$ cat config.mk
export PLATFORM = sky130hd
export DESIGN_NAME = ahbm_arbiter
export DESIGN_NICKNAME = d
export VERILOG_FILES = /design/src/rtl/ahbm_arbiter.sv
export SDC_FILE = /design/constraint.sdc
export NUM_CORES = 1
export LEC_CHECK = 0
export ABC_AREA = 1
export CAP_MARGIN = 15
export CORE_ASPECT_RATIO = 0.75
export CORE_UTILIZATION = 40
export DETAILED_ROUTE_END_ITERATION = 12
export PLACE_DENSITY_LB_ADDON = 0.12
export SLEW_MARGIN = 10
export SYNTH_ARGS = -nofsm -noshare
export SYNTH_HDL_FRONTEND = slang
export SYNTH_SLANG_ARGS = --single-unit
$ cat constraint.sdc
create_clock -name HCLK -period 3.9 [get_ports HCLK]
set_clock_uncertainty 0.15 [all_clocks]
set_input_delay 0.585 -clock HCLK [delete_from_list [all_inputs] [get_ports HCLK]]
set_output_delay 0.585 -clock HCLK [all_outputs]
set_load 0.05 [all_outputs]
$ cat src/rtl/ahbm_arbiter.sv
// Round-robin arbiter sharing one single-outstanding AHB master command port among NREQ requesters.
// Optional WAIT-state watchdog abort is enabled by defining AHBM_ARB_TIMEOUT_EN.
module ahbm_arbiter #(
  parameter int NREQ           = 2,
  parameter int AW             = 32,
  parameter int DW             = 32,
  parameter int TIMEOUT_CYCLES = 255
) (
  input  logic                 HCLK,
  input  logic                 HRESETN,
  input  logic [NREQ-1:0]      req_valid_i,
  input  logic [NREQ-1:0]      req_write_i,
  input  logic [NREQ*AW-1:0]   req_addr_i,
  input  logic [NREQ*DW-1:0]   req_wdata_i,
  output logic [NREQ-1:0]      req_ready_o,
  output logic [NREQ-1:0]      rsp_valid_o,
  output logic [DW-1:0]        rsp_rdata_o,
  output logic                 rsp_err_o,
  output logic                 m_valid_o,
  output logic                 m_write_o,
  output logic [AW-1:0]        m_addr_o,
  output logic [DW-1:0]        m_wdata_o,
  input  logic                 m_done_i,
  input  logic [DW-1:0]        m_rdata_i,
  input  logic                 m_err_i,
  output logic                 busy_o
);

  localparam int PW = (NREQ > 1) ? $clog2(NREQ) : 1;

  localparam logic [1:0] S_IDLE  = 2'd0;
  localparam logic [1:0] S_ISSUE = 2'd1;
  localparam logic [1:0] S_WAIT  = 2'd2;
  localparam logic [1:0] S_RESP  = 2'd3;

  logic [1:0]        state_q, state_d;
  logic [PW-1:0]     rr_ptr_q, rr_ptr_d;
  logic [PW-1:0]     win_q;
  logic [PW-1:0]     pick_s, cand_s;
  logic              pick_vld_s;
  logic              sel_write_s;
  logic [AW-1:0]     sel_addr_s;
  logic [DW-1:0]     sel_wdata_s;
  logic              timeout_s;

  logic [NREQ-1:0]   req_ready_q, rsp_valid_q;
  logic [DW-1:0]     rsp_rdata_q;
  logic              rsp_err_q;
  logic              m_valid_q, m_write_q;
  logic [AW-1:0]     m_addr_q;
  logic [DW-1:0]     m_wdata_q;
  logic              busy_q;

  // Descending offset scan so the requester closest to rr_ptr (lowest offset) is the last to overwrite.
  always_comb begin
    pick_vld_s = 1'b0;
    pick_s     = '0;
    cand_s     = '0;
    for (int k = NREQ - 1; k >= 0; k--) begin
      cand_s = PW'((int'(rr_ptr_q) + k) % NREQ);
      for (int j = 0; j < NREQ; j++) begin
        if ((cand_s == PW'(j)) && req_valid_i[j]) begin
          pick_vld_s = 1'b1;
          pick_s     = cand_s;
        end else begin
          pick_vld_s = pick_vld_s;
        end
      end
    end
  end

  always_comb begin
    sel_write_s = 1'b0;
    sel_addr_s  = '0;
    sel_wdata_s = '0;
    for (int j = 0; j < NREQ; j++) begin
      if (pick_s == PW'(j)) begin
        sel_write_s = req_write_i[j];
        sel_addr_s  = req_addr_i[j*AW +: AW];
        sel_wdata_s = req_wdata_i[j*DW +: DW];
      end else begin
        sel_write_s = sel_write_s;
      end
    end
  end

  always_comb begin
    state_d  = state_q;
    rr_ptr_d = rr_ptr_q;
    case (state_q)
      S_IDLE:  state_d = pick_vld_s ? S_ISSUE : S_IDLE;
      S_ISSUE: state_d = S_WAIT;
      S_WAIT:  state_d = (m_done_i || timeout_s) ? S_RESP : S_WAIT;
      S_RESP: begin
        state_d  = S_IDLE;
        rr_ptr_d = PW'((int'(win_q) + 1) % NREQ);
      end
      default: state_d = S_IDLE;
    endcase
  end

`ifdef AHBM_ARB_TIMEOUT_EN
  logic [15:0] to_cnt_q;

  assign timeout_s = (state_q == S_WAIT) && ((to_cnt_q + 16'd1) == 16'(TIMEOUT_CYCLES));

  always_ff @(posedge HCLK) begin
    if (!HRESETN) begin
      to_cnt_q <= 16'd0;
    end else if (state_q == S_ISSUE) begin
      to_cnt_q <= 16'd0;
    end else if (state_q == S_WAIT) begin
      to_cnt_q <= to_cnt_q + 16'd1;
    end else begin
      to_cnt_q <= to_cnt_q;
    end
  end
`else
  assign timeout_s = 1'b0;
`endif

  always_ff @(posedge HCLK) begin
    if (!HRESETN) begin
      state_q     <= S_IDLE;
      rr_ptr_q    <= '0;
      win_q       <= '0;
      req_ready_q <= '0;
      rsp_valid_q <= '0;
      rsp_rdata_q <= '0;
      rsp_err_q   <= 1'b0;
      m_valid_q   <= 1'b0;
      m_write_q   <= 1'b0;
      m_addr_q    <= '0;
      m_wdata_q   <= '0;
      busy_q      <= 1'b0;
    end else begin
      state_q     <= state_d;
      rr_ptr_q    <= rr_ptr_d;
      req_ready_q <= '0;
      rsp_valid_q <= '0;
      m_valid_q   <= 1'b0;
      busy_q      <= (state_d != S_IDLE);
      case (state_q)
        S_IDLE: begin
          if (pick_vld_s) begin
            win_q       <= pick_s;
            req_ready_q <= NREQ'(1'b1) << pick_s;
            m_write_q   <= sel_write_s;
            m_addr_q    <= sel_addr_s;
            m_wdata_q   <= sel_wdata_s;
          end
        end
        S_ISSUE: m_valid_q <= 1'b1;
        S_WAIT: begin
          // Completion beats the watchdog when both land on the same cycle.
          if (m_done_i) begin
            rsp_valid_q <= NREQ'(1'b1) << win_q;
            rsp_rdata_q <= m_write_q ? '0 : m_rdata_i;
            rsp_err_q   <= m_err_i;
          end else if (timeout_s) begin
            rsp_valid_q <= NREQ'(1'b1) << win_q;
            rsp_rdata_q <= '0;
            rsp_err_q   <= 1'b1;
          end
        end
        default: ;
      endcase
    end
  end

  assign req_ready_o = req_ready_q;
  assign rsp_valid_o = rsp_valid_q;
  assign rsp_rdata_o = rsp_rdata_q;
  assign rsp_err_o   = rsp_err_q;
  assign m_valid_o   = m_valid_q;
  assign m_write_o   = m_write_q;
  assign m_addr_o    = m_addr_q;
  assign m_wdata_o   = m_wdata_q;
  assign busy_o      = busy_q;

endmodule

==> impl_metrics.prom <==
# TYPE chip_impl_metric gauge
chip_impl_info{name="outcome",value="finished, final reports clean"} 1
chip_impl_metric{name="vias_per_cell",unit=""} 4.825
chip_impl_metric{name="power.ir.vdd_worst",unit="V"} 0.0002686
chip_impl_metric{name="drt_first_iter_violations",unit=""} 196
chip_impl_metric{name="clk-insertion-delay-late",unit="ns"} 0.34
chip_impl_metric{name="std_cell_rows",unit=""} 34
chip_impl_metric{name="gate_count_after_technology_mapping",unit=""} 687
chip_impl_metric{name="cts_made_buffers",unit=""} 9
chip_impl_metric{name="post_cts.repair.setup_buffers",unit=""} 0
chip_impl_metric{name="p_leak",unit="nW"} 3.611
chip_impl_metric{name="holdBufCountCts",unit=""} 0
chip_impl_metric{name="core",unit="mm2"} 0.01170
chip_impl_info{name="mostFrequentLayoutCell",value="clkdlybuf4s50_1"} 1
chip_impl_metric{name="grt_max_degree",unit=""} 68
chip_impl_metric{name="antenna_found_initial",unit=""} 0
chip_impl_info{name="rsz0062_at_grt",value="no"} 1
chip_impl_metric{name="htreeDepth",unit=""} 3
chip_impl_metric{name="clock_input_transition_at_the_sequential_cells_of_the_worst_setup_and_hold_paths",unit="ns"} 0.08
chip_impl_info{name="topRoutingLayerUsed",value="met4"} 1
chip_impl_metric{name="power_density",unit="mW/mm2"} 496.5
chip_impl_metric{name="max-slew-margin-rel",unit="%"} 38.15
chip_impl_info{name="timing.critical_path.from_type",value="input pin"} 1
chip_impl_metric{name="port_buffers",unit=""} 271
chip_impl_metric{name="ctsResizeCount",unit=""} 0
chip_impl_metric{name="maxClockFrequency",unit="GHz"} 0.4217
chip_impl_info{name="worstReg2RegStart",value="state_q[0]"} 1
chip_impl_metric{name="grt_pass1_vias",unit=""} 5017
chip_impl_metric{name="design.final.nets",unit=""} 1101
chip_impl_info{name="worstSetupEndpointType",value="register"} 1
chip_impl_metric{name="drt_pass1_iterations",unit=""} 5
chip_impl_info{name="cts_tree",value="done"} 1
chip_impl_metric{name="io-pin-count",unit=""} 272
chip_impl_metric{name="grt_first_pass_wirelength",unit="um"} 24700
chip_impl_metric{name="antenna_left",unit=""} 0
chip_impl_metric{name="wl_met2",unit="um"} 7440
chip_impl_metric{name="finalSetupViolations",unit=""} 0
chip_impl_metric{name="synth.lib_cells_used.distinct",unit=""} 16
chip_impl_metric{name="synth_area_per_cell",unit="um2"} 7.068
chip_impl_metric{name="wire_per_inst",unit="um"} 14.34
chip_impl_metric{name="synth.yosys.seq_area_share",unit="%"} 44.52
chip_impl_metric{name="r2r_setup_slack",unit="ns"} 1.92
chip_impl_metric{name="timing.reg2reg.worst_path_depth",unit=""} 6
chip_impl_metric{name="clockBufferDepth",unit=""} 2
chip_impl_info{name="path_cells",value="clkdlybuf4s50_1 > buf_4 > nand2_1 > o21ai_0"} 1
chip_impl_metric{name="clock_period_minus_final_worst_setup_slack",unit="ns"} 2.372
chip_impl_metric{name="placed_area",unit="mm2"} 0.007612
chip_impl_metric{name="syn_nets",unit=""} 860
chip_impl_info{name="worstHoldPathType",value="reg2reg"} 1
chip_impl_metric{name="globalRouteOverflowTotal",unit=""} 0
chip_impl_metric{name="drt-total-wl",unit="um"} 15700
chip_impl_metric{name="post-route-period-util",unit="%"} 60.81
chip_impl_metric{name="die_h",unit="um"} 97.42
chip_impl_metric{name="met1_length",unit="um"} 6420
chip_impl_metric{name="clkSinkCount",unit=""} 108
chip_impl_metric{name="track_usage",unit="%"} 24.78
chip_impl_info{name="cts_root_buffer",value="clkbuf_16"} 1
chip_impl_metric{name="initial_utilization",unit="%"} 41.51
chip_impl_metric{name="met3RoutedLength",unit="um"} 1453
chip_impl_metric{name="report.final.slew_viol_count",unit=""} 0
chip_impl_info{name="timing.rr.end",value="rsp_rdata_o[25]"} 1
chip_impl_metric{name="vias",unit=""} 5283
chip_impl_metric{name="areaGrowthSynthToFinish",unit="%"} 63.10
chip_impl_metric{name="setup_total_negative_slack",unit="ns"} 0
chip_impl_metric{name="die_width",unit="um"} 129.2
chip_impl_metric{name="n_antenna_cell",unit=""} 0
chip_impl_metric{name="timing_hold_violations_final",unit=""} 0
chip_impl_metric{name="synth_warnings",unit=""} 0
chip_impl_metric{name="cp_data_required_time",unit="ns"} 4.00
chip_impl_metric{name="detail_route.drc_violations",unit=""} 0
chip_impl_metric{name="place_congestion",unit=""} 0.8634
chip_impl_info{name="hold_path_end",value="m_wdata_o[24]"} 1
chip_impl_metric{name="critical_path.max_fanout",unit=""} 38
chip_impl_metric{name="critPathArrivalTime",unit="ns"} 2.47
chip_impl_metric{name="path_buf_inv",unit=""} 2
chip_impl_metric{name="dieArea",unit="mm2"} 0.01259
chip_impl_metric{name="slew_at_the_pin_with_the_worst_max_slew_slack",unit="ns"} 0.9267
chip_impl_metric{name="drive_above_1_share",unit="%"} 3.108
chip_impl_metric{name="synth-seq-cells",unit=""} 108
chip_impl_info{name="timing_worst_setup_path_type",value="in2reg"} 1
chip_impl_info{name="min-delay-start",value="m_wdata_o[24]"} 1
chip_impl_info{name="critical_path.startpoint",value="HRESETN"} 1
chip_impl_metric{name="max_stage_delay",unit="ns"} 0.63
chip_impl_metric{name="final_design_area_no_fill",unit="mm2"} 0.007920
chip_impl_metric{name="mappedNetlistArea",unit="mm2"} 0.004856
chip_impl_metric{name="detailedPlacementHpwl",unit="um"} 11070
chip_impl_metric{name="hold_depth",unit=""} 2
chip_impl_info{name="worst_path_dominant_cell_family",value="buffers and inverters"} 1
chip_impl_info{name="crit_slowest_cell",value="nand2_1"} 1
chip_impl_info{name="most-common-layout-cells",value="270 x clkdlybuf4s50_1, 237 x nand2_1, 108 x dfxtp_1"} 1
chip_impl_metric{name="maxcap_viol_count",unit=""} 0
==> cell usage after synthesis, drive strengths merged <==
cell / n / area (um2)
inv: 80 / 300.3
a21oi: 1 / 5.000
clkbuf: 18 / 67.56
nor2: 8 / 35.03
nand3: 98 / 490.5
nor3: 1 / 10.01
o21ai: 34 / 170.2
nand2: 239 / 897.1
ha: 5 / 62.56
nand3b: 65 / 488.0
buf: 30 / 167.7
dfxtp: 108 / 2162
==> power breakdown <==
| group | total, W | switching, W | leakage [nW] | internal (W) |
|---|---|---|---|---|
| Sequential | 0.00138 | 0.0000967 | 0.886 | 0.00129 |
| Combinational | 0.00161 | 0.00104 | 2.58 | 0.000569 |
| Clock | 0.000940 | 0.000431 | 0.145 | 0.000509 |
| Total | 0.00393 | 0.00157 | 3.61 | 0.00236 |
==> worst min-delay path, stage by stage (launching register included) <==
cell	delay, ns
dfxtp_1	0.31
nand2_1	0.06
nand2_1	0.04
==> metrics by stage <==
stage          std cells  power, W  util, %  setup WS (ns)  hold slack (ns)
3_5_place_dp        1079  0.003020    65.07          1.143           0.2899
4_1_cts             1095  0.003967    67.70          1.512           0.3044
2_1_floorplan        687  0.002396        -          2.315           0.2761
5_1_grt             1095  0.004125    67.70          1.336           0.3132
6_report            1095  0.003932    67.70          1.528           0.3040
3_3_place_gp        1079  0.002992    65.07          1.215           0.2850
==> cells by family (layout without fill, tap and decap cells) <==
family | count (synthesis) | after routing | share of synthesized area, %
buf+inv | 128 | 374 | 11.03
fa+ha+maj | 5 | 5 | 1.288
simple gates | 411 | 411 | 39.55
compound gates | 35 | 35 | 3.607
flops | 108 | 108 | 44.52
==> state kept, by name, summed over array words and instances (netlist names) <==
register	count
m_valid_o	1
state_q	2
busy_o	1
req_ready_o	2
m_wdata_o	32
rr_ptr_q	1
rsp_err_o	1
rsp_valid_o	2
m_write_o	1
win_q	1
rsp_rdata_o	32
m_addr_o	32
==> how the worst max path moves through the flow <==
stage,to,slack [ns],cells after the start
finish,rsp_rdata_o[25],1.53,4
global route,rsp_rdata_o[14],1.34,4
CTS,rsp_rdata_o[25],1.51,4
detailed placement,m_addr_o[31],1.14,7
global placement,m_addr_o[31],1.21,7
floorplan,m_addr_o[0],2.31,6
==> cell type report <==
class | instances | area [um2]
clock buffers | 9 | 225.2
clock inverters | 7 | 82.58
fillers | 996 | 3779
inverters | 80 | 300.3
multi-input cells | 451 | 2175
flip-flops and latches | 108 | 2162
well taps | 162 | 202.7
repair buffers | 278 | 2773
==> layer usage <==
layer | global-route usage [%] | up-vias
met4 | 8.326 | 0
li1 | - | 2635
met5 | 0 | -
met3 | 8.260 | 29
met2 | 42.10 | 215
met1 | 28.98 | 2404
Note: power is estimated with default switching activity, not from simulation.
